[config.mk]
export PLATFORM = sky130hd
export DESIGN_NAME = dsp_accum_flat
export DESIGN_NICKNAME = d
export VERILOG_FILES = /design/src/rtl/dsp_accum_pkg.sv /design/src/rtl/dsp_accum_if.sv /design/src/rtl/dsp_sat_add.sv /design/src/rtl/dsp_accum.sv /design/src/flat_wrapper.sv
export SDC_FILE = /design/constraint.sdc
export NUM_CORES = 1
export LEC_CHECK = 0
export CAP_MARGIN = 30
export CORE_MARGIN = 2
export CORE_UTILIZATION = 45
export CTS_CLUSTER_DIAMETER = 40
export DETAILED_ROUTE_END_ITERATION = 6
export GPL_TIMING_DRIVEN = 0
export PLACE_DENSITY = 0.63
export SLEW_MARGIN = 5
export SYNTH_ARGS = -nofsm -noshare
export SYNTH_HDL_FRONTEND = slang
export SYNTH_SLANG_ARGS = --single-unit
[constraint.sdc]
create_clock -name clk -period 6.1 [get_ports clk]
set_input_delay 1.22 -clock clk [delete_from_list [all_inputs] [get_ports clk]]
set_output_delay 1.22 -clock clk [all_outputs]
set_load 0.005 [all_outputs]
[src/rtl/dsp_accum_pkg.sv]
// Shared types and constants for the product accumulator: FSM state encoding
// and the width of the beat counter.
package dsp_accum_pkg;

    localparam int CNT_W = 16;

    typedef enum logic [1:0] {
        IDLE  = 2'd0,
        ACCUM = 2'd1,
        HOLD  = 2'd2
    } state_t;

endpackage

[src/rtl/dsp_accum_if.sv]
// Product-in / frame-sum-out stream bundle for dsp_accum, plus the FSM state tap.
// Handshake: a beat or result moves on a rising clk edge where valid && ready;
// the producer holds its payload stable while valid is high and ready is low.
interface dsp_accum_if
    import dsp_accum_pkg::*;
#(
    parameter int P_WIDTH   = 4,
    parameter int ACC_WIDTH = 16
) ();

    logic                 in_valid;
    logic [P_WIDTH-1:0]   in_data;
    logic                 in_last;
    logic                 in_ready;
    logic                 out_valid;
    logic [ACC_WIDTH-1:0] out_data;
    logic                 out_sat;
    logic                 out_ready;
    logic [CNT_W-1:0]     out_count;
    state_t               dbg_state;

    modport master (
        output in_valid, in_data, in_last, out_ready,
        input  in_ready, out_valid, out_data, out_sat, out_count, dbg_state
    );

    modport slave (
        input  in_valid, in_data, in_last, out_ready,
        output in_ready, out_valid, out_data, out_sat, out_count, dbg_state
    );

endinterface

[src/rtl/dsp_sat_add.sv]
// Combinational saturating adder: signed mode clamps to [min, max] of WIDTH bits,
// unsigned mode clamps at all-ones. ovf flags any clamp.
module dsp_sat_add #(
    parameter int WIDTH  = 16,
    parameter int SIGNED = 1
) (
    input  logic [WIDTH-1:0] a,
    input  logic [WIDTH-1:0] b,
    output logic [WIDTH-1:0] sum,
    output logic             ovf
);

    logic [WIDTH:0] raw;

    if (SIGNED != 0) begin : g_signed
        // One guard bit: top two bits disagree exactly when the true sum left range.
        always_comb begin
            raw = {a[WIDTH-1], a} + {b[WIDTH-1], b};
            ovf = raw[WIDTH] ^ raw[WIDTH-1];
            sum = raw[WIDTH-1:0];
            if (ovf) begin
                sum = raw[WIDTH] ? {1'b1, {(WIDTH-1){1'b0}}} : {1'b0, {(WIDTH-1){1'b1}}};
            end
        end
    end else begin : g_unsigned
        always_comb begin
            raw = {1'b0, a} + {1'b0, b};
            ovf = raw[WIDTH];
            sum = raw[WIDTH-1:0];
            if (ovf) begin
                sum = {WIDTH{1'b1}};
            end
        end
    end

endmodule

[src/rtl/dsp_accum.sv]
// Frame accumulator for multiplier products: sums up to LEN beats (or until in_last)
// with saturation, then holds the result until the downstream takes it.
module dsp_accum
    import dsp_accum_pkg::*;
#(
    parameter int P_WIDTH   = 4,
    parameter int ACC_WIDTH = 16,
    parameter int LEN       = 4,
    parameter int SIGNED    = 1
) (
    input logic        clk,
    input logic        reset,
    dsp_accum_if.slave bus
);

    if (ACC_WIDTH < P_WIDTH + 1) begin : g_bad_acc_width
        $error("dsp_accum: ACC_WIDTH must be at least P_WIDTH+1");
    end
    if (LEN < 1 || LEN > 65535) begin : g_bad_len
        $error("dsp_accum: LEN must be in 1..65535");
    end

    state_t               state, state_n;
    logic [ACC_WIDTH-1:0] acc, acc_n, ext_data, add_sum, beat_acc;
    logic [ACC_WIDTH-1:0] od_q, od_n;
    logic [CNT_W-1:0]     cnt, cnt_n, beat_cnt, oc_q, oc_n;
    logic                 sat, sat_n, beat_sat, add_ovf;
    logic                 ov_q, ov_n, os_q, os_n;
    logic                 rdy_en, in_ready, accept, final_beat;

    assign ext_data = {{(ACC_WIDTH-P_WIDTH){(SIGNED != 0) && bus.in_data[P_WIDTH-1]}}, bus.in_data};

    dsp_sat_add #(
        .WIDTH  (ACC_WIDTH),
        .SIGNED (SIGNED)
    ) u_add (
        .a   (acc),
        .b   (ext_data),
        .sum (add_sum),
        .ovf (add_ovf)
    );

    // rdy_en keeps in_ready low through reset and until the first edge after release.
    assign in_ready = rdy_en && (state != HOLD);
    assign accept   = bus.in_valid && in_ready;

    always_comb begin
        beat_acc = add_sum;
        beat_cnt = cnt + CNT_W'(1);
        beat_sat = sat | add_ovf;
        if (state == IDLE) begin
            beat_acc = ext_data;
            beat_cnt = CNT_W'(1);
            beat_sat = 1'b0;
        end
        final_beat = bus.in_last || (beat_cnt == CNT_W'(LEN));
    end

    always_comb begin
        state_n = state;
        acc_n   = acc;
        cnt_n   = cnt;
        sat_n   = sat;
        ov_n    = ov_q;
        od_n    = od_q;
        os_n    = os_q;
        oc_n    = oc_q;
        case (state)
            IDLE, ACCUM: begin
                if (accept) begin
                    acc_n   = beat_acc;
                    cnt_n   = beat_cnt;
                    sat_n   = beat_sat;
                    state_n = ACCUM;
                    if (final_beat) begin
                        state_n = HOLD;
                        ov_n    = 1'b1;
                        od_n    = beat_acc;
                        os_n    = beat_sat;
                        oc_n    = beat_cnt;
                    end
                end
            end
            HOLD: begin
                if (ov_q && bus.out_ready) begin
                    ov_n    = 1'b0;
                    state_n = IDLE;
                end
            end
            default: state_n = IDLE;
        endcase
    end

    always_ff @(posedge clk or negedge reset) begin
        if (!reset) begin
            state  <= IDLE;
            acc    <= '0;
            cnt    <= '0;
            sat    <= 1'b0;
            ov_q   <= 1'b0;
            od_q   <= '0;
            os_q   <= 1'b0;
            oc_q   <= '0;
            rdy_en <= 1'b0;
        end else begin
            state  <= state_n;
            acc    <= acc_n;
            cnt    <= cnt_n;
            sat    <= sat_n;
            ov_q   <= ov_n;
            od_q   <= od_n;
            os_q   <= os_n;
            oc_q   <= oc_n;
            rdy_en <= 1'b1;
        end
    end

    assign bus.in_ready  = in_ready;
    assign bus.out_valid = ov_q;
    assign bus.out_data  = od_q;
    assign bus.out_sat   = os_q;
    assign bus.out_count = oc_q;
    assign bus.dbg_state = state;

endmodule

[src/flat_wrapper.sv]
// flat-port wrapper written by rule: the top's interface ports become plain ports
module dsp_accum_flat import dsp_accum_pkg::*;
#(
    parameter int P_WIDTH   = 4,
    parameter int ACC_WIDTH = 16,
    parameter int LEN       = 4,
    parameter int SIGNED    = 1
)
  (clk, reset, bus_in_valid, bus_in_data, bus_in_last, bus_out_ready, bus_in_ready, bus_out_valid, bus_out_data, bus_out_sat, bus_out_count, bus_dbg_state);
  dsp_accum_if #(.P_WIDTH(P_WIDTH), .ACC_WIDTH(ACC_WIDTH)) bus_i ();
  input logic clk;
  input logic reset;
  input wire logic [$bits(bus_i.in_valid)-1:0] bus_in_valid;
  input wire logic [$bits(bus_i.in_data)-1:0] bus_in_data;
  input wire logic [$bits(bus_i.in_last)-1:0] bus_in_last;
  input wire logic [$bits(bus_i.out_ready)-1:0] bus_out_ready;
  output wire logic [$bits(bus_i.in_ready)-1:0] bus_in_ready;
  output wire logic [$bits(bus_i.out_valid)-1:0] bus_out_valid;
  output wire logic [$bits(bus_i.out_data)-1:0] bus_out_data;
  output wire logic [$bits(bus_i.out_sat)-1:0] bus_out_sat;
  output wire logic [$bits(bus_i.out_count)-1:0] bus_out_count;
  output wire logic [$bits(bus_i.dbg_state)-1:0] bus_dbg_state;
  assign bus_i.in_valid = bus_in_valid;
  assign bus_i.in_data = bus_in_data;
  assign bus_i.in_last = bus_in_last;
  assign bus_i.out_ready = bus_out_ready;
  assign bus_in_ready = bus_i.in_ready;
  assign bus_out_valid = bus_i.out_valid;
  assign bus_out_data = bus_i.out_data;
  assign bus_out_sat = bus_i.out_sat;
  assign bus_out_count = bus_i.out_count;
  assign bus_dbg_state = bus_i.dbg_state;
  dsp_accum #(.P_WIDTH(P_WIDTH), .ACC_WIDTH(ACC_WIDTH), .LEN(LEN), .SIGNED(SIGNED)) u_core (.clk(clk), .reset(reset), .bus(bus_i));
endmodule
* Word level (Yosys, flattened, before mapping)
Cells that the tools add are included.
Operators by class: $add $sub $neg 2, eq/ne operators 7, mux-type cells 13, bitwise logic cells 2, reductions and logical operators 11
Operators with widths (count):
- $mux W16 | 4
- $add A16 B4 Y17 | 1
- $add A16 B1 Y16 const B | 1
- $eq A16 B3 Y1 const B | 1
- $mux W2 | 3
- $ne A2 B1 Y1 const B | 3
- $mux W1 | 4
- $pmux W2 S2 | 1
- $reduce_and A2 Y1 | 2
- $reduce_and A4 Y1 | 1
- $logic_and A1 B1 Y1 | 3
- $reduce_and A3 Y1 | 1
- $eq A2 B1 Y1 const B | 1
- $eq A2 B2 Y1 const B | 1
- $logic_not A2 Y1 | 1
- $ne A2 B2 Y1 const B | 1
- $pmux W1 S2 | 1
- $reduce_bool A2 Y1 | 1
- $reduce_or A2 Y1 | 1
- $logic_or A1 B1 Y1 | 1
- $or A1 B1 Y1 | 1
- $xor A1 B1 Y1 | 1
Storage, ports and cells: bits in registers 70, output and inout port bits 37

* Longest topological paths before layout
word-level depth 7, depth in mapped cells 11, depth with buffers taken out 10

* Hierarchy
From an unflattened synthesis, not the netlist that was laid out.
Second synthesis, totals: cells, all modules 569, area total of the unflattened synthesis 4924.7 µm²
Modules (own cells, without submodules):
- dsp_accum | instances 1, cells each 443, area an instance 3883.7 µm², sequential area each 1751.7 µm²
- dsp_sat_add | instances 1, cells each 126, area an instance 1041.0 µm², sequential area each 0.0 µm²

* Worst setup path after synthesis
Ideal clock, no wire load.
path type input -> register, start point input port bus_in_data[3], end point register u_core.acc[7], library setup time 125 ps, data arrival time 3297 ps, data required time 5975 ps, path slack 2678 ps, stages 10, cell sequence ha_1 clkbuf_1 a21oi_1 o21ai_0 a221oi_2 nand3b_1 a211oi_1 buf_2 o32ai_1 mux2_2
On the way: cells in the longest elaborated chain, start to end 4, elaborated cells between the ends (all ways) 5, classes of those cells add/sub: 1; mux: 3; bitwise: 1
Ends and longest elaborated chain:
- from (decl) | RTL line flat_wrapper.sv:14 | input wire logic [$bits(bus_i.in_data)-1:0] bus_in_data;
- $add A16 B4 Y17 | RTL line dsp_sat_add.sv:18 | raw = {a[WIDTH-1], a} + {b[WIDTH-1], b};
- $mux W16 or $xor A1 B1 Y1 (tied branches) | RTL line dsp_sat_add.sv:22, dsp_sat_add.sv:19
- $mux W16 | RTL line dsp_sat_add.sv:21 | if (ovf) begin
- $mux W16 (*) | RTL line dsp_accum.sv:51 | if (state == IDLE) begin
- to (signal assigned) | RTL line dsp_accum.sv:107 | acc <= acc_n;
- to (decl) | RTL line dsp_accum.sv:24 | logic [ACC_WIDTH-1:0] acc, acc_n, ext_data, add_sum, beat_acc;
Every way passes the cells marked *; elsewhere a longest branch is shown, timed or not. A chain may end at the register's enable or synchronous reset.

* Final worst setup path
Same ends and word-level chain as after synthesis.

==> impl_metrics.tcl <==
set metrics [dict create \
    crit_fanout 14 \
    finalHoldViolCount 0 \
    worstHoldPathType "reg -> reg" \
    powerDensity_mw_per_mm2 468 \
    dp_cells 614 \
    cts_buffers 9 \
    power_leakage_nw 2.19 \
    hold_buffers 0 \
    die_area_mm2 0.0106 \
    crit_arrival_ps 4860 \
    avgSynthCellArea_um2 10.1 \
    rsz0062_at_grt "no" \
    drc 0 \
    ys_warn_count 0 \
    max-cap-violations 0 \
    finalNonFillerCells 630 \
    area_growth_pct 19.5 \
    dpl.hpwl_um 7290 \
    layout.nets 519 \
    cts.sink_count 70 \
    worst_pin_slew_ps 751 \
    synth_top_area_cell "dfrtp_1" \
    clock.fmax_mhz 217 \
    fill_cells 902 \
    p_int_mw 1.51 \
    vias 3496 \
    required_ps 6350 \
    fp.dieH_um 103 \
    cts.path.max_buffers 2 \
    seq_area_frac_synth_pct 39.8 \
    antenna_found_initial 0 \
    grt_overflow 0 \
    cp-start-kind "input port" \
    cts_tree "yes" \
    synthFlopType "dfrtp_1" \
    combPwrFrac_pct 54.7 \
    syn-cell-area_mm2 0.00440 \
    finClkSkew_ps 10.6 \
    start_util_pct 45.7 \
    grt_pass1_wl_um 17000 \
    cts_root_buf "clkbuf_8" \
    grt_usage_pct 20.5 \
    grt_max_degree 45 \
    p_sw_mw 0.955 \
    post_cts_buffers 0 \
    synthCells 435 \
    critical_path_class "in -> reg" \
    clk_latency_ps 350 \
    grt_pass1_vias 3403 \
    ant_nets 0 \
    end_kind "register" \
    ctsHtreeMaxLevel 3 \
    drv_slew 0 \
    core_mm2 0.00964 \
    portBuffers 45 \
    synthesis.nets 462 \
    drive_gt1_share_pct 17.5 \
    p_sw_share_pct 38.7 \
    synthTopCellsByArea "dfrtp_1 (40%), mux2_4 (7.2%), mux2_2 (5.4%), ha_1 (4.8%), nand2_1 (3.7%)" \
    finalWirelength_um 10100 \
    initialDrtViolationCount 203 \
    ctsResizeCount 0 \
    peakVddDrop_mv 0.184 \
    wire_per_inst_um 16.1 \
    ys_ff_latch 70 \
    p_seq_share_pct 28.3 \
    final_common_cell "dfrtp_1" \
    setup_violations 0 \
    num_antenna_cells 0 \
    finalCriticalPeriod_ps 4610 \
    slew_headroom_pct 49.8 \
    yosysUniqueCellTypes 62 \
    post-route-period-util_pct 75.6 \
    synth_top_area_share_pct 39.8 \
    synth_edf_count 0 \
    pwr-share-clk_pct 16.9 \
    async_flop_share_pct 100 \
    row_count 36 \
    drt-vias-per-instance 5.55 \
    status "finished clean" \
    mostFrequentLayoutCells "dfrtp_1 (70), clkdlybuf4s50_1 (44), nand2_1 (43)" \
    gp_congestion 0.879 \
    io_pins 46 \
    drtPass1Iterations 5 \
    die_x_um 103 \
    path_clk_slew_ps 80 \
    fin_setup_tns_ps 0 \
]
## area by class of cell
class                   count  area [µm²]  share of cell area (%)
plain buffers              21         171                    3.26
repair buffers             46         475                    9.04
well taps                 133         166                    3.16
clock buffers              12         145                    2.76
inverters                  15        56.3                    1.07
flip-flops and latches     70        1750                    33.3
clock inverters             4        70.1                    1.33
multi-input cells         329        2420                    46.1
## layer usage
| layer | part of all wire (%) | up-vias | track usage (%) |
|---|---|---|---|
| li1 | - | 1700 | - |
| met1 | 51 | 1695 | 30.7 |
| met2 | 43 | 87 | 29.8 |
| met3 | 4.0 | 14 | 4.07 |
| met4 | 1.6 | 0 | 6.28 |
| met5 | 0 | - | 0 |
## worst max-delay path, cell delays in order
cell and delay (ps):
clkdlybuf4s50_1 890, ha_1 340, clkbuf_1 190, a21oi_1 170
o21ai_0 190, a221oi_2 440, nand3b_1 170, a211oi_1 440
buf_2 330, o32ai_1 150, mux2_2 300
## logic make-up after synthesis
family / share of synthesized area, %
buf+inv: 5.17
xor+xnor: 3.78
mux: 14.8
fa+ha+maj: 5.28
flops: 39.8
other cells: 0.0851
compound gates: 16.2
simple gates: 14.9
## flip-flops by register name (all words and copies together), names as in the netlist
signal,flops
u_core.acc,16
u_core.bus.out_sat,1
u_core.cnt,16
u_core.rdy_en,1
u_core.sat,1
u_core.bus.out_data,16
u_core.bus.dbg_state,2
u_core.bus.out_count,16
u_core.bus.out_valid,1
## stage by stage
stage	utilization [%]	power, mW	setup WS [ps]	area, µm²	hold slack, ps
after floorplan	-	1.63	2680	4400	454
after global placement	52.1	2.01	1200	5020	490
final	54.6	2.46	1490	5260	512
after CTS	54.6	2.47	1540	5260	513
after global routing	54.6	2.65	1190	5260	534
after detailed placement	52.3	2.05	1180	5050	495
## synthesized netlist by cell type (6+ instances only)
cell      instances
dfrtp_1          70
nor2_1           27
a31oi_1           8
nand2b_1          8
a21oi_1          22
nand2_1          43
xnor2_1          10
o22ai_1          11
xor2_1            9
mux2i_1          10
o21ai_0          25
inv_1            15
mux2_2           21
a211oi_1         11
ha_1             17
mux2_4           21
and3_1            6
clkbuf_1          8
nand3_1          13
## power by group through the flow
stage	sequential, mW	clock, mW	combinational [mW]
final	0.698	0.418	1.35
after CTS	0.699	0.427	1.35
after global placement	0.703	0	1.31
after detailed placement	0.706	0	1.34
after global routing	0.720	0.450	1.48
after floorplan	0.695	0	0.938
## path summary, 6_finish.rpt
path / from / end / cells past startpoint / slack, ps
setup / recovery: bus_in_data[3] / u_core.acc[7] / 11 / 1490
hold / removal: u_core.bus.out_count[3] / u_core.bus.out_count[3] / 1 / 510
setup reg to reg: u_core.acc[11] / u_core.acc[7] / 10 / 2950
hold reg to reg: u_core.bus.out_count[3] / u_core.bus.out_count[3] / 1 / 510
max in group asynchronous: reset / u_core.cnt[0] / 2 / 4780
min in group asynchronous: reset / u_core.bus.out_data[14] / 1 / 780
(Power assumes the default switching activity.)
